File: config.mk
export PLATFORM = sky130hd
export DESIGN_NAME = pe_sequencer_flat
export DESIGN_NICKNAME = d
export VERILOG_FILES = /design/src/rtl/pe_sequencer_pkg.sv /design/src/rtl/pe_sequencer_if.sv /design/src/rtl/pe_sequencer_regfile.sv /design/src/rtl/pe_sequencer.sv /design/src/flat_wrapper.sv
export SDC_FILE = /design/constraint.sdc
export NUM_CORES = 1
export LEC_CHECK = 0
export ABC_CLOCK_PERIOD_IN_PS = 8250
export CAP_MARGIN = 5
export CORE_UTILIZATION = 65
export CTS_BUF_LIST = sky130_fd_sc_hd__clkbuf_8 sky130_fd_sc_hd__clkbuf_16
export DETAILED_ROUTE_END_ITERATION = 6
export PLACE_DENSITY_LB_ADDON = 0.3
export SLEW_MARGIN = 20
export SYNTH_ARGS = -nofsm -noshare
export SYNTH_HDL_FRONTEND = slang
export SYNTH_SLANG_ARGS = --single-unit
export TNS_END_PERCENT = 20
File: constraint.sdc
create_clock -name CLK -period 8.25 [get_ports CLK]
set_clock_uncertainty 0.2 [all_clocks]
set_input_delay 1.65 -clock CLK [delete_from_list [all_inputs] [get_ports CLK]]
set_output_delay 1.65 -clock CLK [all_outputs]
set_load 0.1 [all_outputs]
File: src/rtl/pe_sequencer_pkg.sv
// Shared constants for the PE instruction sequencer: opcodes, instruction
// field positions, FSM state encoding and the default WAIT timeout.
package pe_seq_pkg;

    localparam logic [3:0] OP_NOP  = 4'h0;
    localparam logic [3:0] OP_ADD  = 4'h1;
    localparam logic [3:0] OP_SUB  = 4'h2;
    localparam logic [3:0] OP_MUL  = 4'h3;
    localparam logic [3:0] OP_AND  = 4'h4;
    localparam logic [3:0] OP_OR   = 4'h5;
    localparam logic [3:0] OP_NOT  = 4'h6;
    localparam logic [3:0] OP_XOR  = 4'h7;
    localparam logic [3:0] OP_HALT = 4'hF;

    localparam int OP_LSB  = 12;
    localparam int RD_LSB  = 8;
    localparam int RS1_LSB = 4;
    localparam int RS2_LSB = 0;
    localparam int FIELD_W = 4;

    localparam int TIMEOUT_CYC_DEF = 15;

    typedef enum logic [2:0] {
        ST_IDLE,
        ST_FETCH,
        ST_ISSUE,
        ST_WAIT,
        ST_DONE
    } seq_state_e;

    function automatic logic is_alu_op(input logic [3:0] op);
        return (op <= OP_XOR);
    endfunction

endpackage

File: src/rtl/pe_sequencer_if.sv
// Operand/instruction and result port between the sequencer (master) and
// the Tiny PE ALU (slave).
interface pe_sequencer_if;
    logic        alu_en_out;
    logic [7:0]  alu_ins_out;
    logic [15:0] alu_a_out;
    logic [15:0] alu_b_out;
    logic [15:0] alu_c_in;
    logic        alu_c_valid_in;

    modport master (
        output alu_en_out, alu_ins_out, alu_a_out, alu_b_out,
        input  alu_c_in, alu_c_valid_in
    );

    modport slave (
        input  alu_en_out, alu_ins_out, alu_a_out, alu_b_out,
        output alu_c_in, alu_c_valid_in
    );
endinterface

File: src/rtl/pe_sequencer_regfile.sv
// 16-bit register file with two operand read ports, one host read port and a
// single write port shared by ALU writeback and host writes.
module pe_seq_regfile #(
    parameter int NREG = 16,
    parameter int AW   = 4
) (
    input  logic          CLK,
    input  logic          RST,
    input  logic          host_we,
    input  logic [AW-1:0] host_addr,
    input  logic [15:0]   host_data,
    input  logic          wb_we,
    input  logic [AW-1:0] wb_addr,
    input  logic [15:0]   wb_data,
    input  logic [AW-1:0] raddr_a,
    input  logic [AW-1:0] raddr_b,
    input  logic [AW-1:0] raddr_h,
    output logic [15:0]   rdata_a,
    output logic [15:0]   rdata_b,
    output logic [15:0]   rdata_h
);

    logic [15:0] regs [NREG];

    // Writeback wins; the host is gated to IDLE upstream so they never meet.
    always_ff @(posedge CLK or negedge RST) begin
        if (!RST) begin
            for (int i = 0; i < NREG; i++) regs[i] <= '0;
        end else if (wb_we) begin
            regs[wb_addr] <= wb_data;
        end else if (host_we) begin
            regs[host_addr] <= host_data;
        end
    end

    assign rdata_a = regs[raddr_a];
    assign rdata_b = regs[raddr_b];
    assign rdata_h = regs[raddr_h];

endmodule

File: src/rtl/pe_sequencer.sv
// PE instruction sequencer: fetches from a host-loaded program memory, issues
// one ALU operation per instruction and writes the result back.
// Optional WAIT timeout is compiled in with PE_SEQ_TIMEOUT_EN.
//
// state | meaning
// IDLE  | host may load program/registers; waits for start_in
// FETCH | decode word at PC, latch rd/opcode/operands
// ISSUE | one-cycle alu_en_out pulse
// WAIT  | wait for alu_c_valid_in, write back, advance PC
// DONE  | one-cycle done_out pulse
module pe_sequencer
    import pe_seq_pkg::*;
#(
    parameter int IMEM_DEPTH  = 16,
    parameter int NREG        = 16,
    parameter int TIMEOUT_CYC = TIMEOUT_CYC_DEF
) (
    input  logic                          CLK,
    input  logic                          RST,
    input  logic                          start_in,
    input  logic                          prog_we_in,
    input  logic [$clog2(IMEM_DEPTH)-1:0] prog_addr_in,
    input  logic [15:0]                   prog_data_in,
    input  logic                          rf_we_in,
    input  logic [3:0]                    rf_addr_in,
    input  logic [15:0]                   rf_wdata_in,
    input  logic [3:0]                    rf_raddr_in,
    output logic [15:0]                   rf_rdata_out,
    output logic                          busy_out,
    output logic                          done_out,
    output logic                          err_out,
    output logic [$clog2(IMEM_DEPTH)-1:0] pc_out,
    pe_sequencer_if.master                alu
);

    localparam int PCW = $clog2(IMEM_DEPTH);
    localparam logic [PCW-1:0] PC_LAST = PCW'(IMEM_DEPTH - 1);

    if (TIMEOUT_CYC < 1 || TIMEOUT_CYC > 15) begin : g_bad_timeout
        $error("TIMEOUT_CYC must fit the 4-bit WAIT counter");
    end

    seq_state_e     state, state_nxt;
    logic [PCW-1:0] pc, pc_nxt;
    logic           err, err_nxt;
    logic           latch_en;
    logic           wb_we;

    logic [15:0]    imem [IMEM_DEPTH];
    logic [15:0]    instr;
    logic [3:0]     op, rd, rs1, rs2;
    logic [15:0]    rdata_a, rdata_b;

    logic [3:0]     rd_q;
    logic [7:0]     ins_q;
    logic [15:0]    a_q, b_q;

    assign instr = imem[pc];
    assign op    = instr[OP_LSB  +: FIELD_W];
    assign rd    = instr[RD_LSB  +: FIELD_W];
    assign rs1   = instr[RS1_LSB +: FIELD_W];
    assign rs2   = instr[RS2_LSB +: FIELD_W];

    always_ff @(posedge CLK or negedge RST) begin
        if (!RST) begin
            for (int i = 0; i < IMEM_DEPTH; i++) imem[i] <= '0;
        end else if (prog_we_in && state == ST_IDLE) begin
            imem[prog_addr_in] <= prog_data_in;
        end
    end

    pe_seq_regfile #(.NREG(NREG), .AW(4)) u_rf (
        .CLK       (CLK),
        .RST       (RST),
        .host_we   (rf_we_in && state == ST_IDLE),
        .host_addr (rf_addr_in),
        .host_data (rf_wdata_in),
        .wb_we     (wb_we),
        .wb_addr   (rd_q),
        .wb_data   (alu.alu_c_in),
        .raddr_a   (rs1),
        .raddr_b   (rs2),
        .raddr_h   (rf_raddr_in),
        .rdata_a   (rdata_a),
        .rdata_b   (rdata_b),
        .rdata_h   (rf_rdata_out)
    );

`ifdef PE_SEQ_TIMEOUT_EN
    logic [3:0] tmr;

    always_ff @(posedge CLK or negedge RST) begin
        if (!RST) begin
            tmr <= '0;
        end else if (state == ST_ISSUE) begin
            tmr <= 4'(TIMEOUT_CYC - 1);
        end else if (state == ST_WAIT && tmr != '0) begin
            tmr <= tmr - 4'd1;
        end
    end
`endif

    always_comb begin
        state_nxt = state;
        pc_nxt    = pc;
        err_nxt   = err;
        latch_en  = 1'b0;
        wb_we     = 1'b0;
        case (state)
            ST_IDLE: begin
                if (start_in) begin
                    state_nxt = ST_FETCH;
                    pc_nxt    = '0;
                    err_nxt   = 1'b0;
                end
            end
            ST_FETCH: begin
                if (op == OP_HALT) begin
                    state_nxt = ST_DONE;
                end else if (!is_alu_op(op)) begin
                    err_nxt   = 1'b1;
                    state_nxt = ST_DONE;
                end else begin
                    latch_en  = 1'b1;
                    state_nxt = ST_ISSUE;
                end
            end
            ST_ISSUE: state_nxt = ST_WAIT;
            ST_WAIT: begin
                if (alu.alu_c_valid_in) begin
                    wb_we = 1'b1;
                    if (pc == PC_LAST) begin
                        state_nxt = ST_DONE;
                    end else begin
                        pc_nxt    = pc + PCW'(1);
                        state_nxt = ST_FETCH;
                    end
                end
`ifdef PE_SEQ_TIMEOUT_EN
                else if (tmr == '0) begin
                    err_nxt   = 1'b1;
                    state_nxt = ST_DONE;
                end
`endif
            end
            ST_DONE: state_nxt = ST_IDLE;
            default: state_nxt = ST_IDLE;
        endcase
    end

    // Operand/instruction registers double as the held ALU outputs.
    always_ff @(posedge CLK or negedge RST) begin
        if (!RST) begin
            state <= ST_IDLE;
            pc    <= '0;
            err   <= 1'b0;
            rd_q  <= '0;
            ins_q <= '0;
            a_q   <= '0;
            b_q   <= '0;
        end else begin
            state <= state_nxt;
            pc    <= pc_nxt;
            err   <= err_nxt;
            if (latch_en) begin
                rd_q  <= rd;
                ins_q <= {4'b0, op};
                a_q   <= rdata_a;
                b_q   <= rdata_b;
            end
        end
    end

    assign busy_out        = (state != ST_IDLE);
    assign done_out        = (state == ST_DONE);
    assign err_out         = err;
    assign pc_out          = pc;
    assign alu.alu_en_out  = (state == ST_ISSUE);
    assign alu.alu_ins_out = ins_q;
    assign alu.alu_a_out   = a_q;
    assign alu.alu_b_out   = b_q;

endmodule

File: src/flat_wrapper.sv
// flat-port wrapper written by rule: the top's interface ports become plain ports
module pe_sequencer_flat import pe_seq_pkg::*;
#(
    parameter int IMEM_DEPTH  = 16,
    parameter int NREG        = 16,
    parameter int TIMEOUT_CYC = TIMEOUT_CYC_DEF
)
  (CLK, RST, start_in, prog_we_in, prog_addr_in, prog_data_in, rf_we_in, rf_addr_in, rf_wdata_in, rf_raddr_in, rf_rdata_out, busy_out, done_out, err_out, pc_out, alu_alu_en_out, alu_alu_ins_out, alu_alu_a_out, alu_alu_b_out, alu_alu_c_in, alu_alu_c_valid_in);
  pe_sequencer_if alu_i ();
  input  logic CLK;
  input  logic RST;
  input  logic start_in;
  input  logic prog_we_in;
  input  logic [$clog2(IMEM_DEPTH)-1:0] prog_addr_in;
  input  logic [15:0] prog_data_in;
  input  logic rf_we_in;
  input  logic [3:0] rf_addr_in;
  input  logic [15:0] rf_wdata_in;
  input  logic [3:0] rf_raddr_in;
  output logic [15:0] rf_rdata_out;
  output logic busy_out;
  output logic done_out;
  output logic err_out;
  output logic [$clog2(IMEM_DEPTH)-1:0] pc_out;
  output wire logic [$bits(alu_i.alu_en_out)-1:0] alu_alu_en_out;
  output wire logic [$bits(alu_i.alu_ins_out)-1:0] alu_alu_ins_out;
  output wire logic [$bits(alu_i.alu_a_out)-1:0] alu_alu_a_out;
  output wire logic [$bits(alu_i.alu_b_out)-1:0] alu_alu_b_out;
  input wire logic [$bits(alu_i.alu_c_in)-1:0] alu_alu_c_in;
  input wire logic [$bits(alu_i.alu_c_valid_in)-1:0] alu_alu_c_valid_in;
  assign alu_alu_en_out = alu_i.alu_en_out;
  assign alu_alu_ins_out = alu_i.alu_ins_out;
  assign alu_alu_a_out = alu_i.alu_a_out;
  assign alu_alu_b_out = alu_i.alu_b_out;
  assign alu_i.alu_c_in = alu_alu_c_in;
  assign alu_i.alu_c_valid_in = alu_alu_c_valid_in;
  pe_sequencer #(.IMEM_DEPTH(IMEM_DEPTH), .NREG(NREG), .TIMEOUT_CYC(TIMEOUT_CYC)) u_core (.CLK(CLK), .RST(RST), .start_in(start_in), .prog_we_in(prog_we_in), .prog_addr_in(prog_addr_in), .prog_data_in(prog_data_in), .rf_we_in(rf_we_in), .rf_addr_in(rf_addr_in), .rf_wdata_in(rf_wdata_in), .rf_raddr_in(rf_raddr_in), .rf_rdata_out(rf_rdata_out), .busy_out(busy_out), .done_out(done_out), .err_out(err_out), .pc_out(pc_out), .alu(alu_i));
endmodule
==> out/metrics.yaml <==
ys_seq_area_share_pct: 42.3
start_util_pct: 66.0
regToRegSetupSlack_ps: 3390
dp_hpwl_um: 80500
ys_types: 53
min_path_type: "flop to flop"
cts_tree: "yes"
grt_pass1_wl_um: 183000
io_buffers: 125
crit_slowest_cell: "clkdlybuf4s50_1"
postPlaceCellArea_mm2: 0.0344
hold_slack_ps: 285
synth.avg_cell_area_um2: 11.5
synth-simple-area-share_pct: 8.15
first_pass_iters: 7
drc: 6
syn-cell-area_mm2: 0.0331
die_area_mm2: 0.0518
p_leak_nw: 15.1
coreArea_mm2: 0.0502
grt_max_degree: 159
fin_tns_setup_ps: 0
max-clock-path-buffers: 3
preCtsSetupSlack_ps: 1630
relSlewSlack_pct: 12.3
finalSetupViolations: 0
post_cts_resized: 0
io_pins: 130
clk_pin_slew_worst_paths_ps: 60
worstSetupPathType: "input port to output port"
wl_per_cell_um: 35.1
hold_viol_final: 0
postSynthCellCount: 2877
area_growth_syn_to_layout_pct: 10.8
gp_congestion: 1.04
via_per_inst: 8.04
grt_pass1_vias: 27800
cpPeakStageDelay_ps: 1010
drt.antenna.violating_nets: 0
finalCritPeriodShare_pct: 80.2
synth_top_area_share_pct: 42.3
maxCapViolCount: 0
yosysWarnings: 0
insertion_delay_ps: 650
path_buf_inv: 3
tightest_slew_ps: 1300
rsz0062_at_grt: "false"
drive_gt1_share_pct: 22.9
cts_hold_buf: 0
grt_use_total_pct: 49.1
crit_path_end_kind: "output port"
final_common_cell: "dfrtp_1"
failed_checks: "DRC"
die_w_um: 228
slew_violations: 0
start_kind: "input port"
cts_buffers: 59
synth_edf_count: 0
num_vias: 28400
fin_ws_ps: 1640
arrival_ps: 4760
synth_seq_cells: 560
synth_largest_area_cell: "dfrtp_1"
synth-compound-area-share_pct: 17.4
synth_fa_ha_area_share_pct: 0.0378
clock_sinks: 560
vdd_ir_drop_max_mv: 0.408
cts.htree.levels: 2
design_area_mm2: 0.0367
synth-xor-area-share_pct: 0.0265
post_cts_buffers: 0
async_flop_share_pct: 100
antenna_found_initial: 11
status: "complete, but fails checks"
grt.overflow.total: 0
clock-root-buffer: "clkbuf_16"
cp.required_ps: 6400
synth-main-ff-cell: "dfrtp_1"
final_nets: 2876
drtIter0Drc: 4455
synth.area.top_cells: "dfrtp_1 42%, mux4_2 10%, mux2_2 8.9%, mux2i_1 6.4%, o221ai_1 4.7%"
min_period_ps: 6610
num_rows: 82
path_cells: "buf_4, buf_4, mux4_2, mux4_2, clkdlybuf4s50_1"
synth_top_family_by_area: "multiplexers"
synth_mux_area_share_pct: 27.6
cp_max_fo: 50
power_density_mw_per_mm2: 453
fmax_mhz: 151
critPathTopFamily: "buffers and inverters"
wirelength_um: 124000
final_cell_mix: "556 x dfrtp_1, 289 x nand2_1, 262 x mux2_2"
die_height_um: 228
[layout make-up]
type                            instances  area, um2
Clock buffer                           78       1760
Timing Repair Buffer                  189       1780
Multi-Input combinational cell       1997      17900
Sequential cell                       560      14000
Tap cell                              672        841
Fill cell                            3333      13500
Antenna cell                            6       15.0
Clock inverter                         33        357
Inverter                                2       7.51
[sequential cells by signal (all words and copies together), names as in the netlist]
| register | cells |
|---|---|
| u_core.imem | 256 |
| u_core.u_rf.regs | 256 |
| u_core.alu.alu_a_out | 16 |
| u_core.alu.alu_b_out | 16 |
| u_core.alu.alu_ins_out | 4 |
| u_core.pc_out | 4 |
| u_core.rd_q | 4 |
| u_core.state | 3 |
| u_core.err_out | 1 |
[cells in the mapped netlist (all sizes together) (3+ instances only)]
library cell / count
a21oi: 6
and3: 68
nand2: 295
dfrtp: 560
buf: 90
o21a: 177
mux2: 325
nor4: 30
nor3b: 6
mux4: 148
nand4: 63
and2: 6
nor2b: 15
o21ai: 71
o211ai: 123
a22oi: 96
and4: 3
nor3: 3
nand2b: 5
a211o: 30
o22ai: 71
o221ai: 176
nor2: 21
a22o: 4
nand3: 24
mux2i: 213
clkbuf: 231
[stage by stage]
step	cells	power [mW]	utilization (%)
after floorplan	2880	10.6	-
after global placement	3416	12.8	68.6
after detailed placement	3416	13.1	68.6
after CTS	3527	16.0	72.8
after global routing	3532	17.0	73.1
final	3537	16.6	73.1
[power breakdown]
group	internal (mW)	switching, mW	leakage, nW
registers	3.83	1.60	7.35
logic	3.17	5.13	6.65
clock network	1.71	1.19	1.09
total	8.70	7.91	15.1
[final timing paths]
kind / startpoint / endpoint / cells after the start
setup / recovery: rf_raddr_in[0] / rf_rdata_out[0] / 5
hold / removal: u_core.alu.alu_b_out[4] / u_core.alu.alu_b_out[4] / 1
setup reg to reg: u_core.pc_out[2] / u_core.alu.alu_b_out[5] / 8
hold reg to reg: u_core.alu.alu_b_out[4] / u_core.alu.alu_b_out[4] / 1
max in group asynchronous: RST / u_core.imem[72] / 2
min in group asynchronous: RST / u_core.u_rf.regs[14] / 1
[cells by family after synthesis]
kind of cell | count (synthesis)
AOI/OAI and AO/OA | 762
xor gates and xnor gates | 1
muxes | 686
DFF | 560
adders and majority gates | 1
and+or+nand+nor | 543
other | 1
buffers and inverters | 323
[metal layers]
layer / share of wire (%) / vias up / global-route usage (%)
li1: - / 11100 / -
met1: 33 / 14100 / 55.8
met2: 43 / 2407 / 72.5
met3: 12 / 875 / 18.6
met4: 12 / 12 / 43.7
met5: 0.10 / - / 0.285
Power figures use the tool's default switching activity.
